===== config.mk =====
export PLATFORM = sky130hd
export DESIGN_NAME = disp_scan_ctrl
export DESIGN_NICKNAME = d
export VERILOG_FILES = /design/src/rtl/disp_scan_pkg.sv /design/src/rtl/rot_prio_pick8.sv /design/src/rtl/disp_scan_ctrl.sv
export SDC_FILE = /design/constraint.sdc
export NUM_CORES = 1
export LEC_CHECK = 0
export CORE_MARGIN = 5
export CORE_UTILIZATION = 41
export DETAILED_ROUTE_END_ITERATION = 16
export PLACE_DENSITY = 0.68
export SKIP_CTS_REPAIR_TIMING = 1
export SYNTH_ARGS = -nofsm -noshare
export SYNTH_HDL_FRONTEND = slang
export SYNTH_HIERARCHICAL = 1
export SYNTH_SLANG_ARGS = --single-unit

===== constraint.sdc =====
create_clock -name clk -period 10.6 [get_ports clk]
set_clock_uncertainty 0.05 [all_clocks]
set_input_delay 2.65 -clock clk [delete_from_list [all_inputs] [get_ports clk]]
set_output_delay 2.65 -clock clk [all_outputs]
set_load 0.01 [all_outputs]

===== src/rtl/disp_scan_pkg.sv =====
// Shared constants and state encoding for the display scan controller.
package disp_scan_pkg;

    localparam int unsigned NUM_DIGITS = 8;
    localparam int unsigned SEL_W      = 3;

    typedef enum logic [1:0] {
        ST_IDLE   = 2'd0,
        ST_BLANK  = 2'd1,
        ST_ACTIVE = 2'd2
    } state_t;

endpackage


===== src/rtl/rot_prio_pick8.sv =====
// Rotating priority finder: first set mask bit searching start+1 .. start+7 (mod 8), then start.
module rot_prio_pick8
    import disp_scan_pkg::*;
(
    input  logic [NUM_DIGITS-1:0] mask,
    input  logic [SEL_W-1:0]      start,
    output logic [SEL_W-1:0]      idx,
    output logic                  found,
    output logic                  wrapped
);

    // Walk offsets from farthest to nearest so the nearest hit wins.
    always_comb begin
        logic [SEL_W-1:0] cand;
        idx   = start;
        found = 1'b0;
        for (int k = NUM_DIGITS; k >= 1; k--) begin
            cand = start + SEL_W'(k);
            if (mask[cand]) begin
                idx   = cand;
                found = 1'b1;
            end
        end
        wrapped = found && (idx <= start);
    end

endmodule


===== src/rtl/disp_scan_ctrl.sv =====
// Time-multiplexed digit scan: steps sel through enabled digits with a dwell
// of DIV cycles and BLANK blanking cycles between digits.
module disp_scan_ctrl
    import disp_scan_pkg::*;
#(
    parameter int unsigned DIV   = 100000,
    parameter int unsigned BLANK = 2,
    parameter int unsigned DW    = 8
) (
    input  logic                     clk,
    input  logic                     rst_n,
    input  logic                     en,
    input  logic [NUM_DIGITS-1:0]    digit_mask,
    input  logic [NUM_DIGITS*DW-1:0] digit_data,
    output logic [SEL_W-1:0]         sel,
    output logic                     sel_valid,
    output logic [DW-1:0]            seg_data,
    output logic                     frame_done
);

    localparam int unsigned PW         = (DIV > 1) ? $clog2(DIV) : 1;
    localparam int unsigned BW         = (BLANK > 1) ? $clog2(BLANK) : 1;
    localparam int unsigned PRE_LAST   = DIV - 1;
    localparam int unsigned BLANK_LAST = (BLANK > 0) ? BLANK - 1 : 0;
    // With no blanking the scan goes straight from one digit to the next.
    localparam state_t      ENTRY_ST   = (BLANK == 0) ? ST_ACTIVE : ST_BLANK;

    state_t           state_q, state_d;
    logic [SEL_W-1:0] sel_d;
    logic             valid_d;
    logic [DW-1:0]    seg_d;
    logic             fd_d;
    logic [PW-1:0]    pre_q, pre_d;
    logic [BW-1:0]    blank_q, blank_d;

    logic [SEL_W-1:0] pick_start;
    logic [SEL_W-1:0] pick_idx;
    logic             pick_found;
    logic             pick_wrapped;

    // IDLE exit wants the lowest set bit, which is a search starting after 7.
    assign pick_start = (state_q == ST_IDLE) ? SEL_W'(NUM_DIGITS - 1) : sel;

    rot_prio_pick8 u_pick (
        .mask    (digit_mask),
        .start   (pick_start),
        .idx     (pick_idx),
        .found   (pick_found),
        .wrapped (pick_wrapped)
    );

    always_ff @(posedge clk or negedge rst_n) begin
        if (!rst_n) begin
            state_q    <= ST_IDLE;
            sel        <= '0;
            sel_valid  <= 1'b0;
            seg_data   <= '0;
            frame_done <= 1'b0;
            pre_q      <= '0;
            blank_q    <= '0;
        end else begin
            state_q    <= state_d;
            sel        <= sel_d;
            sel_valid  <= valid_d;
            seg_data   <= seg_d;
            frame_done <= fd_d;
            pre_q      <= pre_d;
            blank_q    <= blank_d;
        end
    end

    always_comb begin
        state_d = state_q;
        sel_d   = sel;
        valid_d = 1'b0;
        seg_d   = '0;
        fd_d    = 1'b0;
        pre_d   = '0;
        blank_d = '0;

        if (!en) begin
            state_d = ST_IDLE;
        end else begin
            case (state_q)
                ST_IDLE: begin
                    if (pick_found) begin
                        sel_d   = pick_idx;
                        state_d = ENTRY_ST;
                        valid_d = (ENTRY_ST == ST_ACTIVE);
                    end
                end
                ST_BLANK: begin
                    if (blank_q == BW'(BLANK_LAST)) begin
                        state_d = ST_ACTIVE;
                        valid_d = 1'b1;
                    end else begin
                        blank_d = blank_q + BW'(1);
                    end
                end
                ST_ACTIVE: begin
                    if (pre_q == PW'(PRE_LAST)) begin
                        // Mask is only sampled here, so a mid-dwell change never shortens a digit.
                        if (!pick_found) begin
                            state_d = ST_IDLE;
                        end else begin
                            sel_d   = pick_idx;
                            fd_d    = pick_wrapped;
                            state_d = ENTRY_ST;
                            valid_d = (ENTRY_ST == ST_ACTIVE);
                        end
                    end else begin
                        valid_d = 1'b1;
                        pre_d   = pre_q + PW'(1);
                    end
                end
                default: state_d = ST_IDLE;
            endcase
        end

        // Segment word follows the digit that will be selected after this edge.
        if (valid_d) begin
            for (int i = 0; i < NUM_DIGITS; i++) begin
                if (sel_d == SEL_W'(i)) begin
                    seg_d = digit_data[i*DW +: DW];
                end
            end
        end
    end

endmodule


==> results.yml, run 1 <==
drt:
  finalWirelength_um: 8960
  drt-met1-wl_um: 4000
  drc: 0
  wl_per_cell_um: 17.1
  vias: 3049
  met2_length_um: 4020
  drtAntennaViolNets: 0
  wl_met3_um: 695
  top_layer_used: "met4"
  dr.pass1.iters: 4
  first_iter_violations: 176
  via_per_inst: 5.83
global_route:
  grt_overflow_total: 0
  grt_max_degree: 34
  antenna_found_initial: 0
  grt_pass1_vias: 3110
  grt_pass1_wl_um: 15100
  track_usage_pct: 19.0
timing:
  relSlewSlack_pct: 40.7
  setup-tns-final_ns: 0
  rsz0062_at_grt: "false"
  hold_slack_ns: 0.387
  setup_violations: 0
  finalMaxSlewViolations: 0
  timing.final.ws_setup_ns: 4.05
  period_share_pct: 61.8
  layout_min_cycle_time_ns: 6.55
  worstMarginPinSlew_ns: 0.889
  max_freq_ghz: 0.153
  hold_viol_final: 0
setup_path:
  worstPathArrival_ns: 6.68
  startpoint_type: "primary input"
  required_ns: 10.74
  r2r_start: "state_q[0]$_DFFE_PN0P_"
  cp_max_fo: 25
  reg2reg_to: "seg_data[4]$_DFF_PN0_"
  worstSetupPathType: "primary input to flop"
  reg2reg_slack_ns: 4.86
  crit_path_end_kind: "flop"
  reg2regPathDepth: 15
cts:
  clk_latency_ns: 0.28
  cts_tree: "done"
  clkSinkCount: 33
  root_buffer: "clkbuf_8"
  htree_levels: 2
  cts_made_buffers: 5
  clkSlewWorstSetupHoldPaths_ns: 0.07
  cts_buffer_depth: 2
yosys:
  postSynthAreaPerCell_um2: 9.08
  synth_cells: 346
  ys_ff_latch: 33
  ys_seq_area_share_pct: 26.3
  synth_cell_types: 66
  netlist_area_um2: 3140
  synth_flop_cell: "dfrtp_1"
  synth_edf_count: 0
  synth.net_count: 432
  synthArstFlopShare_pct: 100
  ys.warnings.count: 6
floorplanning:
  row_count: 32
  die_h_um: 97.5
  core_area_um2: 7610
  start_util_pct: 41.3
  ios: 88
  die_area_um2: 9510
  dieWidth_um: 97.5
flow_run:
  cap_violations: 0
placed_design:
  pre_cts_slack_ns: 3.80
  dp.final_hpwl_um: 6970
  place.port_buffers: 87
  place.gp.congestion: 0.910
layout:
  utilization_pct: 53.7
  fin_nets: 506
  diodes: 0
  syn_to_final_growth_pct: 30.0
  n_fill_cell: 725
  drive_above_1_share_pct: 11.4
min_path:
  hold_path.class: "flop to flop"
  holdPathStages: 1
  min_to: "blank_q$_DFF_PN0_"
  hp-start: "blank_q$_DFF_PN0_"
run_status:
  status: "completed"
power:
  power_density_nw_per_um2: 328
  power_leakage_uw: 0.00160
  total_power_uw: 1340
  peakVddDrop_mv: 0.157
==> worst max-delay path, cell delays in order <==
cell	delay (ns)
clkdlybuf4s50_1	0.49
mux4_1	0.65
mux2i_1	0.40
o2111ai_1	0.31
and2_1	0.29
a32oi_2	0.33
o211a_4	0.36
clkinv_2	0.34
nor3_2	0.44
a2bb2oi_1	0.15
a221oi_2	0.27
==> per-stage QoR <==
step | instance area, um2 | cells
5_1_grt | 4080 | 523
2_1_floorplan | 3140 | 346
3_5_place_dp | 4000 | 515
6_report | 4080 | 523
4_1_cts | 4080 | 523
3_3_place_gp | 4000 | 515
==> synthesized netlist by cell type, types with 6 or more instances <==
master | count | area share [%]
nand2_1 | 44 | 5.3
dfrtp_1 | 33 | 26
nor2_1 | 24 | 2.9
a21oi_1 | 22 | 3.5
nand3_1 | 17 | 2.7
o21ai_0 | 13 | 2.1
ha_1 | 11 | 4.4
xor2_1 | 10 | 2.8
mux2i_1 | 9 | 2.9
o22ai_1 | 9 | 1.8
a31oi_1 | 8 | 1.6
inv_1 | 8 | 0.96
mux2_2 | 8 | 2.9
a2bb2oi_1 | 7 | 2.0
a32o_1 | 7 | 2.2
clkbuf_1 | 7 | 0.84
a221oi_2 | 6 | 2.9
==> per-layer routing <==
metal / global-route usage, % / vias to the layer above
li1: - / 1461
met1: 24.9 / 1450
met2: 29.7 / 118
met3: 5.67 / 20
met4: 6.82 / 0
met5: 0 / -
==> kinds of logic (layout without fill, tap and decap cells) <==
kind of cell | count (synthesis) | count (layout) | synth area share [%]
compound gates | 104 | 104 | 25.7
xor+xnor | 15 | 15 | 4.18
fa+ha+maj | 11 | 11 | 4.38
buf+inv | 33 | 108 | 6.25
flops | 33 | 33 | 26.3
mux | 27 | 27 | 13.1
simple gates | 123 | 123 | 20.1
==> where the power goes <==
group	switching, uW	leakage (uW)	total [uW]	internal [uW]
combinational	628	0.00110	1090	464
sequential	13.9	0.000453	155	141
clock	45.6	0.0000450	91.1	45.5
total	687	0.00160	1340	651
==> sequential cells by signal, summed over array words and instances (netlist names) <==
register and cells:
sel 3, seg_data 8, pre_q 17, blank_q 1
state_q 2, sel_valid 1, frame_done 1
==> worst max path at each step <==
stage                        from                    end  slack (ns)  depth (start not counted)
floorplan           digit_mask[4]  seg_data[5]$_DFF_PN0_        4.99                         12
global placement    digit_mask[4]  seg_data[2]$_DFF_PN0_        3.93                         12
detailed placement  digit_mask[4]  seg_data[4]$_DFF_PN0_        3.80                         12
CTS                 digit_mask[4]  seg_data[6]$_DFF_PN0_        4.10                         12
global route        digit_mask[4]  seg_data[4]$_DFF_PN0_        3.78                         12
finish              digit_mask[5]  seg_data[4]$_DFF_PN0_        4.05                         11
==> layout by cell type (no fill, tap or decap), types with 6 or more instances in the layout <==
cell / n
a21oi_1: 22
a221oi_2: 6
a2bb2oi_1: 7
a31oi_1: 8
a32o_1: 7
clkdlybuf4s50_1: 87
dfrtp_1: 33
ha_1: 11
inv_1: 8
mux2_2: 8
mux2i_1: 9
nand2_1: 44
nand3_1: 17
nor2_1: 24
o21ai_0: 13
o22ai_1: 9
xor2_1: 10
==> layout make-up <==
cell class | count | area (um2) | area share (%)
multi-input combinational | 280 | 2120 | 51.9
timing repair buffer | 88 | 878 | 21.5
sequential | 33 | 826 | 20.2
tap | 102 | 128 | 3.12
clock buffer | 6 | 72.6 | 1.78
inverter | 12 | 50.0 | 1.23
clock inverter | 2 | 10.0 | 0.245
No activity file was read; power rests on OpenSTA's default activity.
==> inputs of run 2 (changes only) <==
==> constraint.sdc (replaced) <==
create_clock -name clk -period 6.3 [get_ports clk]
set_clock_uncertainty 0.05 [all_clocks]
set_input_delay 1.575 -clock clk [delete_from_list [all_inputs] [get_ports clk]]
set_output_delay 1.575 -clock clk [all_outputs]
set_load 0.01 [all_outputs]
==> results.yml, run 2 (synthesis gave the netlist of run 1 again) <==
drt:
  first_iter_violations: 195
  via_per_inst: 5.92
  drtAntennaViolNets: 0
  vias: 3089
  finalWirelength_um: 9190
  dr.pass1.iters: 4
  wl_per_cell_um: 17.6
  drc: 0
cts:
  cts_made_buffers: 5
  clkSinkCount: 33
  root_buffer: "clkbuf_8"
  cts_buffer_depth: 2
  htree_levels: 2
  cts_tree: "done"
  clkSlewWorstSetupHoldPaths_ns: 0.06
  clk_latency_ns: 0.28
floorplanning:
  die_h_um: 97.5
  dieWidth_um: 97.5
  die_area_um2: 9510
  row_count: 32
  start_util_pct: 41.3
  core_area_um2: 7610
  ios: 88
placed_design:
  pre_cts_slack_ns: 0.549
  place_area_um2: 4000
  dp.final_hpwl_um: 7000
  place.gp.congestion: 0.906
  place.port_buffers: 87
min_path:
  hold_path.class: "flop to flop"
power:
  power_density_nw_per_um2: 558
  power_leakage_uw: 0.00160
  peakVddDrop_mv: 0.404
  total_power_uw: 2280
flow_run:
  cap_violations: 0
timing:
  worstMarginPinSlew_ns: 0.869
  timing.final.ws_setup_ns: 0.470
  setup_violations: 0
  finalMaxSlewViolations: 0
  layout_min_cycle_time_ns: 5.83
  rsz0062_at_grt: "false"
  max_freq_ghz: 0.172
  relSlewSlack_pct: 42.1
  hold_viol_final: 0
  period_share_pct: 92.5
  setup-tns-final_ns: 0
  hold_slack_ns: 0.386
global_route:
  grt_pass1_wl_um: 15400
  track_usage_pct: 19.3
  grt_pass1_vias: 3157
  grt_overflow_total: 0
  antenna_found_initial: 0
  grt_max_degree: 34
layout:
  reg_top3: "pre_q x17, seg_data x8, sel x3"
  largest_register: "pre_q"
  largest_reg_flops: 17
  syn_to_final_growth_pct: 30.1
  diodes: 0
  drive_above_1_share_pct: 11.2
  fin_nets: 506
  layout_commonest_cell: "clkdlybuf4s50_1"
  final_cell_mix: "clkdlybuf4s50_1 (87), nand2_1 (44), dfrtp_1 (33)"
  post-route-cell-area_um2: 4090
setup_path:
  cp_max_fo: 25
  worstPathArrival_ns: 5.97
  crit_path_end_kind: "flop"
  required_ns: 6.44
  worstSetupPathType: "flop to flop"
  startpoint_type: "flop"
run_status:
  status: "completed"
run 2: cell types whose count changed in the layout (fill, tap and decap cells not counted):
| cell | change |
|---|---|
| clkinv_2 | -2 |
| clkbuf_8 | +1 |
run 2: metrics by stage:
stage	util [%]	instances
floorplan	-	346
global route	53.7	522
global placement	52.6	515
detailed placement	52.6	515
CTS	53.7	522
finish	53.7	522
run 2: area by class of cell:
| cell class | instances | area (um2) |
|---|---|---|
| tap | 102 | 128 |
| clock buffer | 7 | 86.3 |
| inverter | 12 | 50.0 |
| sequential | 33 | 826 |
| timing repair buffer | 88 | 878 |
| fill | 709 | 3520 |
| multi-input combinational | 280 | 2120 |
run 2: worst max-delay path, stage by stage, from the launching register on:
cell	delay [ns]
dfrtp_1	0.41
inv_1	0.13
ha_1	0.35
or2_2	0.38
clkinv_1	0.33
ha_1	0.66
mux4_1	0.49
mux2i_1	0.41
o2111ai_1	0.31
and2_1	0.30
a32oi_2	0.33
o211a_4	0.37
clkinv_2	0.35
nor3_2	0.43
a2bb2oi_1	0.15
a221oi_2	0.27
run 2: path summary, 6_finish.rpt:
| path | start | to | slack (ns) | cells past startpoint |
|---|---|---|---|---|
| max in group asynchronous | rst_n | seg_data[2]$_DFF_PN0_ | 4.25 | 2 |
| setup reg to reg | state_q[1]$_DFFE_PN0P_ | seg_data[3]$_DFF_PN0_ | 0.47 | 15 |
| min in group asynchronous | rst_n | pre_q[13]$_DFF_PN0_ | 1.65 | 2 |
| hold / removal | blank_q$_DFF_PN0_ | blank_q$_DFF_PN0_ | 0.39 | 1 |
| hold reg to reg | blank_q$_DFF_PN0_ | blank_q$_DFF_PN0_ | 0.39 | 1 |
| setup / recovery | state_q[1]$_DFFE_PN0P_ | seg_data[3]$_DFF_PN0_ | 0.47 | 15 |
run 2: layer usage:
metal | vias to the layer above | routed length (um) | GRT usage [%] | part of all wire, %
met2 | 127 | 4360 | 31.4 | 47
met4 | 0 | 131 | 4.37 | 1.4
li1 | 1463 | - | - | -
met3 | 14 | 707 | 5.31 | 7.7
met5 | - | 0 | 0 | 0
met1 | 1485 | 4000 | 25.6 | 43
run 2: where the power goes:
part	internal (uW)	total [uW]	switching [uW]
logic	782	1860	1080
clock network	86.6	161	74.2
registers	238	261	23.7
